==> src/rtl/alu_pkg.sv <==
// Shared definitions for the sequential ALU: datapath constants, the
// alucontrol op codes (also used by the ALU decoder) and the FSM states.
package alu_pkg;

    localparam int XLEN    = 19;
    localparam int SHAMT_W = 5;

    typedef enum logic [3:0] {
        ALU_ADD     = 4'b0000,
        ALU_SUB     = 4'b0001,
        ALU_MUL     = 4'b0010,
        ALU_DIV     = 4'b0011,
        ALU_INC     = 4'b0100,
        ALU_DEC     = 4'b0101,
        ALU_AND     = 4'b0110,
        ALU_OR      = 4'b0111,
        ALU_XOR     = 4'b1000,
        ALU_NOT     = 4'b1001,
        ALU_REM     = 4'b1010,
        ALU_SLT     = 4'b1011,
        ALU_SLL     = 4'b1100,
        ALU_SRL     = 4'b1101,
        ALU_SRA     = 4'b1110,
        ALU_ILLEGAL = 4'b1111
    } alu_op_e;

    typedef enum logic {
        IDLE = 1'b0,
        ITER = 1'b1
    } alu_state_e;

    // DIV and REM share the iterative divider.
    function automatic logic is_div_op(alu_op_e op);
        return (op == ALU_DIV) || (op == ALU_REM);
    endfunction

endpackage

==> src/rtl/seq_divider.sv <==
// Unsigned restoring divider, one quotient bit per clock. The quotient and
// remainder outputs are the values produced by the step taken at the current
// edge, so the owner can register them on the same edge that done is high.
// A zero divisor needs no special case: every trial subtraction succeeds, so
// the quotient fills with ones and the remainder ends up equal to the dividend.
module seq_divider
    import alu_pkg::*;
#(
    parameter int WIDTH = XLEN
) (
    input  logic             clk,
    input  logic             reset,
    input  logic             start,
    input  logic [WIDTH-1:0] dividend,
    input  logic [WIDTH-1:0] divisor,
    output logic             done,
    output logic [WIDTH-1:0] quotient,
    output logic [WIDTH-1:0] remainder,
    output logic             dbz
);

    localparam int CNT_W = $clog2(WIDTH);

    logic [WIDTH-1:0] rem_q;
    logic [WIDTH-1:0] quo_q;
    logic [WIDTH-1:0] dvs_q;
    logic [CNT_W-1:0] cnt_q;
    logic             running_q;
    logic             dbz_q;
    logic [WIDTH:0]   shifted;
    logic [WIDTH-1:0] diff;
    logic             ge;

    // One restoring step: shift the next dividend bit in and try the subtraction.
    always_comb begin
        shifted = {rem_q, quo_q[WIDTH-1]};
        diff    = shifted[WIDTH-1:0] - dvs_q;
        ge      = (shifted >= {1'b0, dvs_q});
    end

    assign remainder = ge ? diff : shifted[WIDTH-1:0];
    assign quotient  = {quo_q[WIDTH-2:0], ge};
    assign done      = running_q && (cnt_q == CNT_W'(WIDTH - 1));
    assign dbz       = dbz_q;

    // Load operands on start, then advance one bit per edge until the last step.
    always_ff @(posedge clk) begin
        if (reset) begin
            rem_q     <= '0;
            quo_q     <= '0;
            dvs_q     <= '0;
            cnt_q     <= '0;
            running_q <= 1'b0;
            dbz_q     <= 1'b0;
        end else if (start) begin
            rem_q     <= '0;
            quo_q     <= dividend;
            dvs_q     <= divisor;
            cnt_q     <= '0;
            running_q <= 1'b1;
            dbz_q     <= (divisor == '0);
        end else if (running_q) begin
            rem_q <= remainder;
            quo_q <= quotient;
            if (done) begin
                running_q <= 1'b0;
                cnt_q     <= '0;
            end else begin
                cnt_q <= cnt_q + 1'b1;
            end
        end
    end

endmodule

==> src/rtl/alu_seq.sv <==
// Execution-stage ALU. Logic, shift and add ops finish in one cycle; MUL, DIV
// and REM iterate for WIDTH edges while in_ready is low so control can stall.
// Optional macro ALU_FAST_MUL_EN: when defined, MUL is computed combinationally
// and handled as a single-cycle op; DIV/REM always use the iterative divider.
module alu_seq
    import alu_pkg::*;
#(
    parameter int WIDTH   = XLEN,
    parameter int SHAMT_W = alu_pkg::SHAMT_W
) (
    input  logic             clk,
    input  logic             reset,
    input  logic             in_valid,
    output logic             in_ready,
    input  logic [3:0]       alucontrol,
    input  logic [WIDTH-1:0] srca,
    input  logic [WIDTH-1:0] srcb,
    output logic             out_valid,
    output logic [WIDTH-1:0] result,
    output logic             zero,
    output logic             div_by_zero,
    output logic             illegal_op,
    output logic             busy
);

    localparam int CNT_W = $clog2(WIDTH);

    alu_state_e         state_q;
    alu_state_e         state_d;
    alu_op_e            op_in;
    alu_op_e            op_q;
    logic               accept;
    logic               iter_op;
    logic               div_start;
    logic               finish;
    logic [CNT_W-1:0]   iter_cnt_q;
    logic [WIDTH-1:0]   mul_acc_q;
    logic [WIDTH-1:0]   mul_a_q;
    logic [WIDTH-1:0]   mul_b_q;
    logic [WIDTH-1:0]   mul_acc_next;
    logic [WIDTH-1:0]   single_res;
    logic [WIDTH-1:0]   iter_res;
    logic [SHAMT_W-1:0] shamt;
    logic               shamt_ovf;
    logic signed [WIDTH-1:0] sra_res;
    logic               div_done;
    logic [WIDTH-1:0]   div_quotient;
    logic [WIDTH-1:0]   div_remainder;
    logic               div_dbz;

    assign op_in     = alu_op_e'(alucontrol);
    assign in_ready  = (state_q == IDLE);
    assign busy      = (state_q == ITER);
    assign accept    = in_valid && in_ready;
    assign div_start = accept && is_div_op(op_in);

`ifdef ALU_FAST_MUL_EN
    assign iter_op = is_div_op(op_in);
`else
    assign iter_op = is_div_op(op_in) || (op_in == ALU_MUL);
`endif

    seq_divider #(
        .WIDTH(WIDTH)
    ) u_divider (
        .clk      (clk),
        .reset    (reset),
        .start    (div_start),
        .dividend (srca),
        .divisor  (srcb),
        .done     (div_done),
        .quotient (div_quotient),
        .remainder(div_remainder),
        .dbz      (div_dbz)
    );

    // Single-cycle result for the op being offered this cycle.
    always_comb begin
        shamt      = srcb[SHAMT_W-1:0];
        shamt_ovf  = (int'(shamt) >= WIDTH);
        sra_res    = $signed(srca) >>> shamt;
        single_res = '0;
        case (op_in)
            ALU_ADD: single_res = srca + srcb;
            ALU_SUB: single_res = srca - srcb;
            ALU_INC: single_res = srca + WIDTH'(1);
            ALU_DEC: single_res = srca - WIDTH'(1);
            ALU_AND: single_res = srca & srcb;
            ALU_OR:  single_res = srca | srcb;
            ALU_XOR: single_res = srca ^ srcb;
            ALU_NOT: single_res = ~srca;
            ALU_SLT: single_res = {{(WIDTH-1){1'b0}}, ($signed(srca) < $signed(srcb))};
            ALU_SLL: single_res = shamt_ovf ? '0 : (srca << shamt);
            ALU_SRL: single_res = shamt_ovf ? '0 : (srca >> shamt);
            ALU_SRA: begin
                if (shamt_ovf) begin
                    single_res = {WIDTH{srca[WIDTH-1]}};
                end else begin
                    single_res = sra_res;
                end
            end
`ifdef ALU_FAST_MUL_EN
            ALU_MUL: single_res = srca * srcb;
`endif
            default: single_res = '0;
        endcase
    end

    // Final-step result of the iterative op currently in flight.
    always_comb begin
        mul_acc_next = mul_acc_q + (mul_b_q[0] ? mul_a_q : '0);
        finish       = 1'b0;
        iter_res     = mul_acc_next;
        if (state_q == ITER) begin
            finish = is_div_op(op_q) ? div_done : (iter_cnt_q == CNT_W'(WIDTH - 1));
        end
        case (op_q)
            ALU_DIV: iter_res = div_quotient;
            ALU_REM: iter_res = div_remainder;
            default: iter_res = mul_acc_next;
        endcase
    end

    // State register; reset also aborts any op in flight.
    always_ff @(posedge clk) begin
        if (reset) begin
            state_q <= IDLE;
        end else begin
            state_q <= state_d;
        end
    end

    // Enter ITER on accepting an iterative op, leave on its last step.
    always_comb begin
        state_d = state_q;
        case (state_q)
            IDLE: if (accept && iter_op) state_d = ITER;
            ITER: if (finish) state_d = IDLE;
            default: state_d = IDLE;
        endcase
    end

    // Capture operands, step the shift-add multiplier and register results and flags.
    always_ff @(posedge clk) begin
        if (reset) begin
            out_valid   <= 1'b0;
            result      <= '0;
            zero        <= 1'b0;
            div_by_zero <= 1'b0;
            illegal_op  <= 1'b0;
            op_q        <= ALU_ADD;
            iter_cnt_q  <= '0;
            mul_acc_q   <= '0;
            mul_a_q     <= '0;
            mul_b_q     <= '0;
        end else begin
            out_valid <= 1'b0;
            if (accept) begin
                op_q       <= op_in;
                iter_cnt_q <= '0;
                mul_acc_q  <= '0;
                mul_a_q    <= srca;
                mul_b_q    <= srcb;
                if (!iter_op) begin
                    result      <= single_res;
                    zero        <= (single_res == '0);
                    div_by_zero <= 1'b0;
                    illegal_op  <= (op_in == ALU_ILLEGAL);
                    out_valid   <= 1'b1;
                end
            end else if (state_q == ITER) begin
                mul_acc_q  <= mul_acc_next;
                mul_a_q    <= mul_a_q << 1;
                mul_b_q    <= mul_b_q >> 1;
                iter_cnt_q <= iter_cnt_q + 1'b1;
                if (finish) begin
                    result      <= iter_res;
                    zero        <= (iter_res == '0);
                    div_by_zero <= is_div_op(op_q) && div_dbz;
                    illegal_op  <= 1'b0;
                    out_valid   <= 1'b1;
                    iter_cnt_q  <= '0;
                end
            end
        end
    end

endmodule

==> config.mk <==
export PLATFORM = sky130hd
export DESIGN_NAME = alu_seq
export DESIGN_NICKNAME = d
export VERILOG_FILES = /design/src/rtl/alu_pkg.sv /design/src/rtl/seq_divider.sv /design/src/rtl/alu_seq.sv
export SDC_FILE = /design/constraint.sdc
export NUM_CORES = 1
export LEC_CHECK = 0
export ABC_AREA = 1
export CORE_ASPECT_RATIO = 1.2
export CORE_MARGIN = 2
export CORE_UTILIZATION = 45
export CTS_BUF_LIST = sky130_fd_sc_hd__clkbuf_16
export DETAILED_ROUTE_END_ITERATION = 12
export PLACE_DENSITY = 0.65
export SKIP_CTS_REPAIR_TIMING = 1
export SYNTH_ARGS = -nofsm -noshare
export SYNTH_HDL_FRONTEND = slang
export SYNTH_SLANG_ARGS = --single-unit
==> constraint.sdc <==
create_clock -name clk -period 7 [get_ports clk]
set_input_delay 1.4 -clock clk [delete_from_list [all_inputs] [get_ports clk]]
set_output_delay 1.4 -clock clk [all_outputs]
set_load 0.1 [all_outputs]
==> flow_summary.toml, run 1 <==
[layout]
final_area_mm2 = 0.0175
drive_above_1_share_pct = 4.71
antenna_cells = 0
fin_util_pct = 50.3
nets = 2957
area_growth_syn_to_layout_pct = 10.9
final_cell_mix = "819 x nand2_1, 419 x inv_1, 263 x nand3_1"
final_common_cell = "nand2_1"

[hold_path]
min_to = "result[17]"
hp-class = "reg -> reg"
min-delay-start = "result[17]"
hold_depth = 2

[clock_network]
numCtsBuffers = 17
h-tree-depth = 4
cts_max_path_buffers = 2
clock_sinks = 154
clk_latency_ns = 0.44
cts_tree = "yes"
clkTransAtPathRegs_ns = 0.06
cts_root_buf = "clkbuf_16"

[synthesis]
synth_edf_count = 0
synth_area_leaders = "dfxtp_1 20%, nand2_1 19%, inv_1 9.9%"
yosysTopAreaCell = "dfxtp_1"
synth_cell_types = 52
ys_warn_count = 0
synth_area_mm2 = 0.0158
ys_seq_area_share_pct = 19.5
syn_inst = 2760
async_flop_share_pct = 0
syn-num-nets = 2928
netlist.area_leader.share_pct = 19.5
synth_seq_cells = 154
avgSynthCellArea_um2 = 5.72
ys.flop_type = "dfxtp_1"

[power_and_ir_drop]
p_leak_nw = 9.12
power_density_mw_per_mm2 = 183
max-vdd-ir-drop_v = 0.000189

[drt]
first_pass_iters = 6
routed_wl_um = 69100
wl_per_cell_um = 21.2
avgViaCountPerCell = 5.74
drt-initial-drc-count = 1916
final_antenna_net_count = 0
vias = 18700
drc = 0

[timing]
tns_ns = 0
hold_viol = 0
skew_ns = 0.0126
period_needed_ns = 5.81
rsz0062_at_grt = "no"
whs_ns = 0.466
setup_viol = 0
fin_crit_sh_pct = 83.0
max_freq_mhz = 172
tightestPinTransition_ns = 1.07
relSlewSlack_pct = 28.0
slew_viol_final = 0

[grt]
grt_pass1_wl_um = 104000
grt_max_degree = 67
antenna_found_initial = 1
grt_remaining_overflow = 0
grt_usage_pct = 37.5
grt_pass1_vias = 17500

[place]
gp_congestion = 1.07
hpwl_um = 54400
port_buffers = 69
placed_area_mm2 = 0.0169

[floorplan]
die_x_um = 175
core_area_mm2 = 0.0348
dieHeight_um = 209
std_cell_rows = 75
die_area_mm2 = 0.0366
ios = 70
floorplan.initialDensity_pct = 45.3

[worst_setup_path]
path_class = "in -> reg"
rrSetupSlack_ns = 3.20
worstPathRequired_ns = 7.39
r2r_cells = 23
r2r-end = "zero"
slowest_delay_ns = 0.78
critPathCaptureType = "flop"
crit_path_top_delay_cell = "clkdlybuf4s50_1"
crit_top_cell = "nor2_1"
r2r_start = "mul_b_q[0]"
cp_max_fo = 11
cp.arrival_ns = 6.20
start_kind = "primary input"

[job]
maxCapViolCount = 0

[status]
outcome = "completed"
-- cells by family (layout without fill, tap and decap cells) --
group / Yosys count / after routing / synth area share [%]
xor gates and xnor gates: 26 / 26 / 1.44
and+or+nand+nor: 1478 / 1478 / 39.9
AOI/OAI and AO/OA: 443 / 443 / 16.0
DFF: 154 / 154 / 19.5
adders and majority gates: 123 / 123 / 9.94
buffers and inverters: 536 / 577 / 13.2
-- layer usage --
layer  global-route usage (%)  up-vias  wire, um  part of all wire (%)
met2                     60.8      882     31100                    45
met4                     25.0        2      5300                   7.7
met1                     46.6     8671     28100                    41
met3                     4.53      207      4460                   6.5
li1                         -     8955         -                     -
met5                        0        -        16                 0.023
-- worst max-delay path by stage --
stage / cells past startpoint / to / startpoint
global route: 29 / zero / srcb[3]
detailed placement: 30 / zero / srcb[3]
finish: 30 / zero / srcb[3]
CTS: 30 / zero / srcb[3]
global placement: 30 / zero / srcb[3]
floorplan: 31 / zero / srcb[2]
-- report_power, final --
group          switching (W)  total (W)  internal, W
logic               0.000924    0.00129     0.000361
registers          0.0000255   0.000942     0.000917
clock network       0.000387   0.000978     0.000590
-- synthesized netlist by cell type, drive strengths merged (2+ instances only) --
library cell / n
a211oi: 4
a21boi: 2
a21o: 3
a21oi: 142
a31oi: 11
and2: 12
buf: 38
clkbuf: 53
clkinv: 4
dfxtp: 154
fa: 4
ha: 119
inv: 441
nand2: 834
nand3: 267
nand3b: 11
nand4: 45
nor2: 268
nor3: 27
nor4: 5
o211ai: 35
o21a: 6
o21ai: 179
o21bai: 4
o221ai: 23
o22ai: 27
o31ai: 3
or2: 7
xnor2: 4
xor2: 22
-- flip-flops by register name, indices dropped and copies added, names as in the netlist, 4 cells and up --
register / flops
mul_a_q: 19
mul_acc_q: 19
mul_b_q: 19
result: 19
u_divider.dvs_q: 19
u_divider.quo_q: 19
u_divider.rem_q: 19
iter_cnt_q: 5
u_divider.cnt_q: 5
op_q: 4
-- per-stage QoR --
step | total power (W) | cells | setup slack, ns
after global routing | 0.00338 | 3263 | 0.855
after CTS | 0.00319 | 3263 | 1.40
after floorplan | 0.00183 | 2760 | 2.63
after detailed placement | 0.00221 | 3232 | 0.968
after global placement | 0.00221 | 3232 | 1.09
final | 0.00321 | 3263 | 1.19
-- critical path, delay by kind of cell --
kind / cells / cell delay [ns]
simple gates: 21 / 3.09
buf+inv: 7 / 1.29
fa+ha+maj: 1 / 0.31
compound gates: 1 / 0.09
-- layout make-up --
type | instances | area [um^2]
Timing Repair Buffer | 101 | 931
Tap cell | 462 | 578
Clock buffer | 17 | 425
Sequential cell | 154 | 3080
Inverter | 445 | 1670
Fill cell | 3747 | 17300
Clock inverter | 14 | 184
Multi-Input combinational cell | 2070 | 10600
Note: power is estimated with default switching activity, not from simulation.
==> run 2: changes to the inputs <==
==> constraint.sdc (replaced) <==
create_clock -name clk -period 5.5 [get_ports clk]
set_input_delay 1.1 -clock clk [delete_from_list [all_inputs] [get_ports clk]]
set_output_delay 1.1 -clock clk [all_outputs]
set_load 0.1 [all_outputs]
==> run 2 against run 1 <==
- worst setup slack worse by 0.45 ns
- clock power is 20% higher
- die area stayed put
==> flow_summary.toml, run 2 (synthesis gave the netlist of run 1 again) <==
[timing]
skew_ns = 0.00785
fin_crit_sh_pct = 86.4
relSlewSlack_pct = 28.3
tns_ns = 0
period_needed_ns = 4.75
slew_viol_final = 0
tightestPinTransition_ns = 1.08
max_freq_mhz = 210
rsz0062_at_grt = "no"
setup_viol = 0
hold_viol = 0

[place]
hpwl_um = 55600
gp_congestion = 1.10
port_buffers = 69

[job]
maxCapViolCount = 0

[status]
outcome = "completed"

[worst_setup_path]
worstPathRequired_ns = 5.89
crit_top_cell = "nand2_1"
cp_top_family = "simple AND/OR/NAND/NOR gates"
path_class = "in -> reg"
cp.arrival_ns = 5.14
start_kind = "primary input"
slowest_delay_ns = 0.64
critPathCaptureType = "flop"
crit_path_top_delay_cell = "clkdlybuf4s50_1"
critPathBufInv = 4
cp_max_fo = 5
cp_cell_sequence = "clkdlybuf4s50_1 -> inv_1 -> nand3_1 -> nor2_1 -> nand3_1 -> xor2_1 -> o21ai_0 -> ha_1 -> nand2_1 -> o21ai_0 -> inv_1 -> nand3_1 -> nand2_1 -> nand2_1 -> nor2_1 -> nor2_1 -> nand2_1 -> nor2_1 -> nand2_1 -> nor2_1 -> nand4_1 -> nand3_1 -> nand2_1 -> inv_1"

[clock_network]
clkTransAtPathRegs_ns = 0.06
numCtsBuffers = 17
clock_sinks = 154
cts_tree = "yes"
cts_root_buf = "clkbuf_16"
clk_latency_ns = 0.45
cts_max_path_buffers = 2
h-tree-depth = 4

[drt]
avgViaCountPerCell = 5.68
drc = 0
wl_per_cell_um = 21.1
final_antenna_net_count = 0
vias = 18700
first_pass_iters = 9
drt-initial-drc-count = 1845
routed_wl_um = 69700

[grt]
grt_usage_pct = 37.7
grt_pass1_vias = 17600
grt_remaining_overflow = 0
antenna_found_initial = 1
grt_max_degree = 58
grt_pass1_wl_um = 105000

[floorplan]
dieHeight_um = 209
die_area_mm2 = 0.0366
die_x_um = 175
std_cell_rows = 75
core_area_mm2 = 0.0348
floorplan.initialDensity_pct = 45.3
ios = 70

[power_and_ir_drop]
p_leak_nw = 9.29
power_w = 0.00404
max-vdd-ir-drop_v = 0.000246
power_density_mw_per_mm2 = 228

[layout]
nets = 2995
final_cell_mix = "819 x nand2_1, 418 x inv_1, 263 x nand3_1"
final_common_cell = "nand2_1"
drive_above_1_share_pct = 6.02
fill_cells = 3757
area_growth_syn_to_layout_pct = 12.5

[hold_path]
hp-class = "reg -> reg"
run 2: layer usage:
layer  part of all wire, %  up-vias  track usage (%)
li1                      -     9036                -
met1                    39     8625             45.3
met2                    45      845             62.4
met3                   6.8      240             4.53
met4                   8.3        0             26.6
met5                     0        -                0
run 2: per-stage QoR:
step / setup slack [ns] / utilization [%] / instance area (um^2) / hold WS (ns) / cells
2_1_floorplan: 1.43 / - / 15800 / 0.424 / 2760
3_3_place_gp: 0.407 / 49.3 / 17200 / 0.455 / 3270
3_5_place_dp: 0.413 / 49.3 / 17200 / 0.463 / 3270
4_1_cts: 0.846 / 51.0 / 17800 / 0.472 / 3302
5_1_grt: 0.389 / 51.0 / 17800 / 0.491 / 3302
6_report: 0.746 / 51.0 / 17800 / 0.468 / 3303
run 2: cell type report:
type,instances,area (um^2),share of cell area [%]
diodes,1,2.50,0.0141
inverters,445,1670,9.41
repair buffers,139,1220,6.85
multi-input cells,2070,10600,59.9
clock buffers,17,425,2.40
well taps,462,578,3.26
flip-flops and latches,154,3080,17.4
clock inverters,15,153,0.860
run 2: final timing paths:
| path | end | startpoint | slack (ns) | cells past startpoint |
|---|---|---|---|---|
| worst min-delay path | result[17] | result[17] | 0.47 | 2 |
| worst max-delay path | zero | srcb[5] | 0.75 | 24 |
| worst max register to register | zero | u_divider.dvs_q[0] | 1.92 | 18 |
| worst min register to register | result[17] | result[17] | 0.47 | 2 |
run 2: tightest hold or removal path: cells and delay by family, from the launching register on:
kind | cells | cell delay (ns)
AO/OA/AOI/OAI | 1 | 0.05
AND/OR/NAND/NOR | 1 | 0.06
flip-flops | 1 | 0.31
run 2: report_power, final:
group	total (W)	switching (W)	internal, W
logic	0.00167	0.00119	0.000480
registers	0.00120	0.0000308	0.00117
clock network	0.00117	0.000507	0.000667
==> run 3: changes to the inputs <==
--- a/config.mk
+++ b/config.mk
@@ -12,7 +12,6 @@
 export CTS_BUF_LIST = sky130_fd_sc_hd__clkbuf_16
 export DETAILED_ROUTE_END_ITERATION = 12
 export PLACE_DENSITY = 0.65
-export SKIP_CTS_REPAIR_TIMING = 1
 export SYNTH_ARGS = -nofsm -noshare
 export SYNTH_HDL_FRONTEND = slang
 export SYNTH_SLANG_ARGS = --single-unit
==> results of run 3 <==
Final layout, timing and power as in run 2 (identical DEF).
